### src/rtl/mac_tx_pkg.sv
// Shared types and constants for the MII/GMII transmit frame generator.
// Holds the TX state encoding, framing bytes and CRC-32 constants.
// Pure declarations: no logic, no latency, no backpressure.
package mac_tx_pkg;

  typedef enum logic [2:0] {IDLE, PRE, SFD, PAY, FCS, IFG} tx_state_t;

  localparam logic [7:0]  PREAMBLE_BYTE = 8'h55;
  localparam logic [7:0]  SFD_BYTE      = 8'hD5;
  localparam int          PREAMBLE_LEN  = 7;
  localparam int          FCS_LEN       = 4;

  localparam logic [31:0] CRC32_POLY    = 32'h04C11DB7;
  localparam logic [31:0] CRC32_INIT    = 32'hFFFFFFFF;

  // Bit-reverse a 32-bit word; turns the normal polynomial into the LSB-first form.
  function automatic logic [31:0] reflect32(input logic [31:0] v);
    logic [31:0] r;
    r = '0;
    for (int i = 0; i < 32; i++) begin
      r[i] = v[31-i];
    end
    return r;
  endfunction

endpackage

### src/rtl/mac_crc32_byte.sv
// One-byte update of the reflected Ethernet CRC-32 (LSB-first bit order).
// Purely combinational: zero latency.
// No handshake; the caller decides when to register the result.
module mac_crc32_byte
  import mac_tx_pkg::*;
(
  input  logic [31:0] crc,
  input  logic [7:0]  data,
  output logic [31:0] crc_next
);

  localparam logic [31:0] POLY_R = reflect32(CRC32_POLY);

  logic [31:0] c;

  // Shift the byte through the CRC register one bit at a time, LSB first.
  always_comb begin
    c = crc ^ {24'h000000, data};
    for (int i = 0; i < 8; i++) begin
      c = c[0] ? ((c >> 1) ^ POLY_R) : (c >> 1);
    end
    crc_next = c;
  end

endmodule

### src/rtl/mac_mii_tx_gen.sv
// MII/GMII TX frame generator: preamble, SFD, seed+k payload, optional FCS, IFG.
// Latency: first preamble beat appears one ce edge after a pending request is seen in IDLE.
// No backpressure; ce_i paces every beat and requests are dropped while busy. FCS: `MAC_TX_FCS_EN.
module mac_mii_tx_gen
  import mac_tx_pkg::*;
#(
  parameter int DATA_W    = 8,
  parameter int MAX_LEN   = 1500,
  parameter int IFG_BYTES = 12,
  parameter int LEN_W     = 16
) (
  input  logic              clk_i,
  input  logic              rst_i,
  input  logic              ce_i,
  input  logic              start_i,
  input  logic [LEN_W-1:0]  len_i,
  input  logic [7:0]        seed_i,
  output logic              mac_mii_tx_dv_o,
  output logic [DATA_W-1:0] mac_mii_txd_o,
  output logic              busy_o,
  output logic              done_o,
  output logic [15:0]       frame_cnt_o
);

  // One counter serves preamble, payload, FCS and IFG byte indices.
  localparam int LEN_CW = $clog2(MAX_LEN + 1);
  localparam int IFG_CW = $clog2(IFG_BYTES + 1);
  localparam int MAX_CW = (LEN_CW > IFG_CW) ? LEN_CW : IFG_CW;
  localparam int CNT_W  = (MAX_CW > 3) ? MAX_CW : 3;

  localparam logic [CNT_W-1:0] PRE_LAST = CNT_W'(PREAMBLE_LEN - 1);
  localparam logic [CNT_W-1:0] IFG_LAST = CNT_W'(IFG_BYTES - 1);

  tx_state_t        state;
  logic [CNT_W-1:0] cnt;
  logic [CNT_W-1:0] len_q;
  logic [CNT_W-1:0] len_last;
  logic [7:0]       seed_q;
  logic [7:0]       cur_byte;   // byte currently on the wire (IFG holds zero)
  logic             nib;        // 1 while the high nibble is on the wire (MII only)
  logic             pending;
  logic             byte_last;

  assign len_last  = len_q - CNT_W'(1);
  // In byte mode every beat completes a byte; in nibble mode only the high-nibble beat does.
  assign byte_last = (DATA_W == 8) || nib;

  function automatic logic [DATA_W-1:0] lo_beat(input logic [7:0] b);
    return b[DATA_W-1:0];
  endfunction

  function automatic logic [DATA_W-1:0] hi_beat(input logic [7:0] b);
    return b[7 -: DATA_W];
  endfunction

`ifdef MAC_TX_FCS_EN
  logic [31:0] crc_q;
  logic [31:0] crc_nx;
  logic [7:0]  fcs_first;
  logic [7:0]  fcs_next;

  mac_crc32_byte u_crc (
    .crc      (crc_q),
    .data     (cur_byte),
    .crc_next (crc_nx)
  );

  // FCS is the complemented CRC, shifted out LS byte first.
  assign fcs_first = ~crc_nx[7:0];
  assign fcs_next  = ~crc_q[15:8];
`endif

  // Frame FSM: request capture, beat sequencing and registered TX outputs.
  always_ff @(posedge clk_i) begin
    if (rst_i) begin
      state           <= IDLE;
      cnt             <= '0;
      len_q           <= '0;
      seed_q          <= '0;
      cur_byte        <= '0;
      nib             <= 1'b0;
      pending         <= 1'b0;
      mac_mii_tx_dv_o <= 1'b0;
      mac_mii_txd_o   <= '0;
      busy_o          <= 1'b0;
      done_o          <= 1'b0;
      frame_cnt_o     <= '0;
`ifdef MAC_TX_FCS_EN
      crc_q           <= CRC32_INIT;
`endif
    end else begin
      // done is a single-clock pulse even when ce_i is slow.
      done_o <= 1'b0;

      if (start_i && !busy_o && !pending && (len_i != '0)) begin
        pending <= 1'b1;
      end

      if (ce_i) begin
        if (state == IDLE) begin
          if (pending) begin
            pending         <= 1'b0;
            busy_o          <= 1'b1;
            state           <= PRE;
            cnt             <= '0;
            nib             <= 1'b0;
            seed_q          <= seed_i;
            len_q           <= (32'(len_i) > 32'(MAX_LEN)) ? CNT_W'(MAX_LEN) : CNT_W'(len_i);
            cur_byte        <= PREAMBLE_BYTE;
            mac_mii_tx_dv_o <= 1'b1;
            mac_mii_txd_o   <= lo_beat(PREAMBLE_BYTE);
          end
        end else if (!byte_last) begin
          // Second half of an MII byte: same byte, upper nibble.
          nib           <= 1'b1;
          mac_mii_txd_o <= hi_beat(cur_byte);
        end else begin
          nib <= 1'b0;
          case (state)
            PRE: begin
              if (cnt == PRE_LAST) begin
                state         <= SFD;
                cnt           <= '0;
                cur_byte      <= SFD_BYTE;
                mac_mii_txd_o <= lo_beat(SFD_BYTE);
`ifdef MAC_TX_FCS_EN
                crc_q         <= CRC32_INIT;
`endif
              end else begin
                cnt           <= cnt + CNT_W'(1);
                mac_mii_txd_o <= lo_beat(PREAMBLE_BYTE);
              end
            end
            SFD: begin
              state         <= PAY;
              cnt           <= '0;
              cur_byte      <= seed_q;
              mac_mii_txd_o <= lo_beat(seed_q);
            end
            PAY: begin
`ifdef MAC_TX_FCS_EN
              crc_q <= crc_nx;
`endif
              if (cnt == len_last) begin
                cnt <= '0;
`ifdef MAC_TX_FCS_EN
                state           <= FCS;
                cur_byte        <= fcs_first;
                mac_mii_txd_o   <= lo_beat(fcs_first);
`else
                state           <= IFG;
                cur_byte        <= 8'h00;
                mac_mii_tx_dv_o <= 1'b0;
                mac_mii_txd_o   <= '0;
`endif
              end else begin
                cnt           <= cnt + CNT_W'(1);
                cur_byte      <= cur_byte + 8'd1;
                mac_mii_txd_o <= lo_beat(cur_byte + 8'd1);
              end
            end
`ifdef MAC_TX_FCS_EN
            FCS: begin
              if (cnt == CNT_W'(FCS_LEN - 1)) begin
                state           <= IFG;
                cnt             <= '0;
                cur_byte        <= 8'h00;
                mac_mii_tx_dv_o <= 1'b0;
                mac_mii_txd_o   <= '0;
              end else begin
                cnt           <= cnt + CNT_W'(1);
                crc_q         <= {8'h00, crc_q[31:8]};
                cur_byte      <= fcs_next;
                mac_mii_txd_o <= lo_beat(fcs_next);
              end
            end
`endif
            IFG: begin
              if (cnt == IFG_LAST) begin
                state       <= IDLE;
                cnt         <= '0;
                busy_o      <= 1'b0;
                done_o      <= 1'b1;
                frame_cnt_o <= frame_cnt_o + 16'd1;
              end else begin
                cnt <= cnt + CNT_W'(1);
              end
            end
            default: begin
              state           <= IDLE;
              cnt             <= '0;
              busy_o          <= 1'b0;
              mac_mii_tx_dv_o <= 1'b0;
              mac_mii_txd_o   <= '0;
            end
          endcase
        end
      end
    end
  end

endmodule

### config.mk
export PLATFORM = sky130hd
export DESIGN_NAME = mac_mii_tx_gen
export DESIGN_NICKNAME = d
export VERILOG_FILES = /design/src/rtl/mac_tx_pkg.sv /design/src/rtl/mac_crc32_byte.sv /design/src/rtl/mac_mii_tx_gen.sv
export SDC_FILE = /design/constraint.sdc
export NUM_CORES = 1
export LEC_CHECK = 0
export ABC_CLOCK_PERIOD_IN_PS = 2600
export CORE_MARGIN = 4
export CORE_UTILIZATION = 51
export CTS_BUF_LIST = sky130_fd_sc_hd__clkbuf_4
export CTS_CLUSTER_DIAMETER = 60
export DETAILED_ROUTE_END_ITERATION = 12
export PLACE_DENSITY = 0.91
export SLEW_MARGIN = 20
export SYNTH_ARGS = -nofsm -noshare
export SYNTH_HDL_FRONTEND = slang
export SYNTH_HIERARCHICAL = 1
export SYNTH_SLANG_ARGS = --single-unit
### constraint.sdc
create_clock -name clk_i -period 2.6 [get_ports clk_i]
set_clock_uncertainty 0.15 [all_clocks]
set_input_delay 0.39 -clock clk_i [delete_from_list [all_inputs] [get_ports clk_i]]
set_output_delay 0.39 -clock clk_i [all_outputs]
set_load 0.02 [all_outputs]
==> results.ini <==
[outcome]
status=complete, but fails checks
violations=setup timing

[synth]
synth_top_cell_area_share=0.3750
ys_ff_latch=69
ys.flop_type=dfxtp_1
ys_types=63
syn_area_sq_um=3684
yosysWarnings=6
synth_edf_count=0
synth_most_common_cell=dfxtp_1
yosys-top-cells-count=dfxtp_1, nand2_1, nor2_1, a21oi_1
ys_seq_area_frac=0.3750
yosys.area.top_type=dfxtp_1
syn_nets=474
synth.avg_cell_area_sq_um=8.353
yosys-top-cells-area=dfxtp_1, nand2_1, a21oi_1
async_flop_share=0
syn_inst=441

[sta]
hold_viol=0
whs_ns=0.1848
period_minus_slack_ns=2.666
worst_pin_slew_ns=0.5772
drv_slew=0
max_freq_mhz=375.1
relSlewSlack=0.6148
layout_setup_ws_ns=-0.06592
finalSetupViolCount=5
rsz0062_at_grt=true
post-route-period-util=1.025

[setup_path]
crit_family=simple AND/OR/NAND/NOR gates
critPathLaunchType=register
r2r_cells=10
path_class=reg -> reg
cp_cell_sequence=and2b_2 > or4_4 > o31ai_2 > a221oi_2 > buf_4 > nor3_4 > buf_6 > nor3_4 > a222oi_1 > nor2_1
cp_slowest_stage_delay_ns=0.53
startpoint=cnt[7]
rrSetupSlack_ns=-0.07
cp_max_fo=8
required_ns=2.77
cp_common_cell=nor3_4
crit_buf_inv=2
arrival_ns=2.84
rr_startpoint=cnt[7]
r2r_end=mac_mii_txd_o[0]
cp-end-kind=register
cp_slowest_cell=or4_4

[routing]
ant_nets=0
wl_mm=11.66
drtIter0Drc=475
drc=0
routedWlPerCell_microns=18.51
via_per_inst=6.297
first_pass_iters=5
vias=3967

[flow_run]
max-cap-violations=0

[pwr]
p_leak_nw=1.844
power_density_nw_per_um2=536.0
vdd_drop_max_uv=408.6

[floorplan]
fp.coreArea_sq_um=6907
dieArea_sq_um=8646
start_util=0.5333
ioPinCount=55
dieHeight_microns=92.99
chipWidth_microns=92.99
floorplan.rows=30

[hold_path]
hp-start=rst_i
holdPathEnd=len_q[0]
holdPathStages=2
min-delay-path-class=in -> reg

[final_layout]
final_util=0.7058
nets=562
n_antenna_cell=0
drive_gt1_frac=0.2079
design_area_sq_um=4875
fillCellCount=493
area_delta_synth_final_pct=32.34

[clock_network]
clk-insertion-delay-late_ns=0.44
cts_tree=yes
clockRootBuffer=clkbuf_4
cts_buffer_depth=2
cts_buffers=9
hold_buffers=0
clkTransAtPathRegs_ns=0.12
clock_sinks=69
htree_levels=3

[global_routing]
grt_pass1_wl_mm=17.35
track_usage=0.2479
grt_pass1_vias=3754
antenna_found_initial=0
grt_overflow_total=0
grt_max_degree=43

[place]
placed_cell_area_sq_um=4511
gp_congestion=0.9237
pre_cts_ws_ns=-0.3711
io_buffers=54
place_hpwl_mm=7.491

## registers in the layout (all words and copies together) (netlist names)
name             count
frame_cnt_o         16
state                3
seed_q               8
len_q               11
mac_mii_tx_dv_o      1
busy_o               1
cnt                 11
done_o               1
mac_mii_txd_o        8
pending              1
cur_byte             8
## cell type report
class	instances	area (sq um)	share of cell area
repair buffers	97	869.6	0.1784
well taps	96	120.1	0.02464
flip-flops and latches	69	1393	0.2857
clock inverters	6	87.58	0.01797
multi-input cells	340	2285	0.4687
inverters	12	45.04	0.009240
clock buffers	10	75.07	0.01540
## worst reg2reg max path, delay by kind of cell (launching register included)
kind | cells | cell delay, ns
flip-flops | 1 | 0.42
AO/OA/AOI/OAI | 3 | 0.59
AND/OR/NAND/NOR | 5 | 1.05
buffers and inverters | 2 | 0.35
## worst max-delay path by stage
stage	depth (start not counted)	to
after floorplan	11	mac_mii_txd_o[0]
after global placement	10	cnt[7]
after detailed placement	9	cnt[5]
after CTS	8	cnt[5]
after global routing	10	mac_mii_txd_o[0]
final	10	mac_mii_txd_o[0]
## cells in the final DEF (no fill, tap or decap), types with 6 or more instances in the layout
master,instances
dfxtp_1,62
nand2_1,54
clkdlybuf4s50_1,53
nor2_1,41
buf_4,40
a21oi_1,32
xor2_1,16
o21ai_0,15
and3_1,13
xnor2_1,13
inv_1,12
a31oi_1,11
nand3_1,11
clkbuf_4,10
or3_1,8
nor3_1,8
a22oi_1,7
nand2b_1,7
o221a_2,7
nor2b_1,6
a211oi_1,6
nor4_1,6
dfxtp_2,6
## power breakdown
part / switching (mW) / internal, mW / total [mW] / leakage (nW)
Clock: 0.405 / 0.401 / 0.805 / 0.0903
Combinational: 0.349 / 0.289 / 0.638 / 1.19
Sequential: 0.0575 / 1.11 / 1.17 / 0.563
## stage by stage
stage	std cells	TNS (ns)	power, mW
after floorplan	441	0	1.510
after global placement	610	-2.026	1.716
after detailed placement	610	-4.401	1.742
after CTS	628	-0.02044	2.534
after global routing	630	-2.732	2.702
final	630	-0.1397	2.613
## timing repair
action,in CTS,in global routing
resized for setup,12,28
cloned,0,1
pin swaps,3,22
setup endpoints to repair,23,34
setup buffers,2,1
## layer usage
layer	global-route usage	share of wire	wire length, microns	vias up
li1	-	-	-	1778
met1	0.3088	0.39	4571	1850
met2	0.4097	0.47	5465	258
met3	0.04747	0.088	1024	81
met4	0.1221	0.051	599	0
met5	0	0	0	-
## cells by family (layout without fill, tap and decap cells)
logic type	Yosys count	after routing	synth area share
simple gates	192	193	0.2809
compound gates	110	110	0.2018
flops	69	69	0.3750
buf+inv	33	125	0.04891
xor+xnor	31	31	0.07371
fa+ha+maj	5	5	0.01698
mux	1	1	0.002717
(Power assumes the default switching activity.)
==> patch, RTL diff (config.mk and constraints unchanged) <==
The option `MAC_TX_FCS_EN` is turned on by a define.
--- a/src/rtl/mac_mii_tx_gen.sv
+++ b/src/rtl/mac_mii_tx_gen.sv
@@ -3,2 +3,4 @@
 // No backpressure; ce_i paces every beat and requests are dropped while busy. FCS: `MAC_TX_FCS_EN.
+`define MAC_TX_FCS_EN
+
 module mac_mii_tx_gen
Formal check against the unedited RTL: no difference found for any inputs over 10 cycles, from zero or initial values and one cycle with rst_i high; that may be too few to reach the edited logic, so the function may still have changed.
==> patch against the original RTL <==
The flow still finishes with violations (negative setup slack). Worst setup slack worse by 0.038 ns. Via count is 51% higher. Cell area is 61% higher. Sequential cell count is 32 higher. Utilization is 5.5 points lower. Critical path depth is 2 lower. Power is 29% higher. Routed wire length is 51% higher. Synthesized area is 72% higher. Largest power group unchanged.
==> patch: results (changes against the original RTL) <==
Route
  • Routed length per instance: 18.0 µm (was 18.5 µm)
  • Total number of vias: 6009 (was 3967)
  • Initial DRC Count: 624 (was 475)

Placement
  • Placed Instances: 944 (was 610)
  • Post-Place Setup Slack: -0.0895 ns (was -0.371 ns)
  • Dpl hpwl: 11400 µm (was 7490 µm)
  • RD Place Congestion: 0.928 (was 0.924)
  • Placed cell area: 0.00720 mm² (was 0.00451 mm²)

Layout
  • Final #Nets: 833 (was 562)
  • Layout cell share with drive strength beyond 1: 18.1% (was 20.8%)
  • Largest regs: crc_q: 32 flops, frame_cnt_o: 16 flops (was frame_cnt_o: 16 flops, cnt: 11 flops, len_q: 11 flops)

Setup path
  • Worst r2r src: len_q[0]$_SDFFE_PP0P_ (was cnt[7]$_SDFFE_PP0P_)
  • Critical-path maximum fanout: 6 (was 8)
  • Worst reg2reg path depth: 8 (was 10)

Global routing
  • Number of global-route vias before repair: 5497 (was 3754)
  • Met3 Usage GRT: 3.28% (was 4.75%)
  • M1 GR Usage: 28.5% (was 30.9%)
  • Pin count of the biggest net entering global routing: 59 (was 43)
  • Antenna violations before repair: 1 (was 0)

Yosys
  • Unique cell type count in the Yosys netlist: 72 (was 63)
  • Seq/Total Area, Yosys: 32.0% (was 37.5%)
  • Synth Area in Adders: 0.989% (was 1.70%)
  • Most common library cells after synthesis: 118 x nor2_1, 101 x dfxtp_1, 51 x nand2_1 (was 69 x dfxtp_1, 54 x nand2_1, 42 x nor2_1)
  • XOR/XNOR Fraction of Synth Area: 20.0% (was 7.37%)

Timing
  • # setup viols final: 47 (was 5)
  • Final setup margin: -0.104 ns (was -0.0659 ns)

Status
  • Status: finished, violations left (unchanged)
  • Violated checks: negative setup slack (unchanged)

Hold path
  • WHS Path Cells: 4 (was 2)

Power and ir drop
  • Max rail drop VDD: 0.367 mV (was 0.409 mV)
[patch: cell count changes after synthesis, moves of 9 or more]
cell      delta
a211o_1     +31
clkbuf_1    +12
o22ai_1     +23
xor2_1       +9
dfxtp_1     +32
a311oi_1    +10
nor3_1      +14
nor2_1      +76
xor3_1       +9
xnor2_1     +24
[patch: worst max-delay path, stage by stage, from the launching register on]
cell      delay, ns
dfxtp_2        0.37
or4_4          0.58
nor4b_2        0.43
nor2_2         0.10
nor4b_4        0.24
buf_4          0.19
buf_12         0.16
mux2i_4        0.24
a311oi_1       0.11
[patch: metal layers]
| metal | part of all wire, % | routed length (µm) |
|---|---|---|
| met1 | 41 | 7260 |
| met2 | 49 | 8670 |
| met3 | 6.6 | 1150 |
| met4 | 2.7 | 466 |
| met5 | 0 | 0 |
[patch: logic make-up after synthesis]
| kind of cell | Yosys count |
|---|---|
| and+or+nand+nor | 279 |
| AOI/OAI and AO/OA | 177 |
| DFF | 101 |
| xor gates and xnor gates | 94 |
| buffers and inverters | 57 |
| muxes | 9 |
| adders and majority gates | 5 |
[patch: cell type report]
cell class	count	area, µm²
Multi-Input combinational cell	564	4270
Fill cell	878	4210
Sequential cell	101	2030
Timing Repair Buffer	113	1140
Tap cell	168	210
Clock inverter	6	91.3
Clock buffer	10	75.1
Inverter	11	41.3
Antenna cell	1	2.50
[patch: timing repair]
action | CTS | global route
hold buffers | 0 | 0
setup buffers | 2 | 5
cloned | 0 | 6
endpoints found under the setup margin | 17 | 70
gates resized for setup | 4 | 57
pin swaps | 1 | 23
[patch: power by group]
part           internal, mW  total, mW  leakage (nW)  switching (mW)
registers              1.59       1.64         0.821          0.0548
logic                 0.397      0.764          2.00           0.366
clock network         0.410      0.975        0.0918           0.565
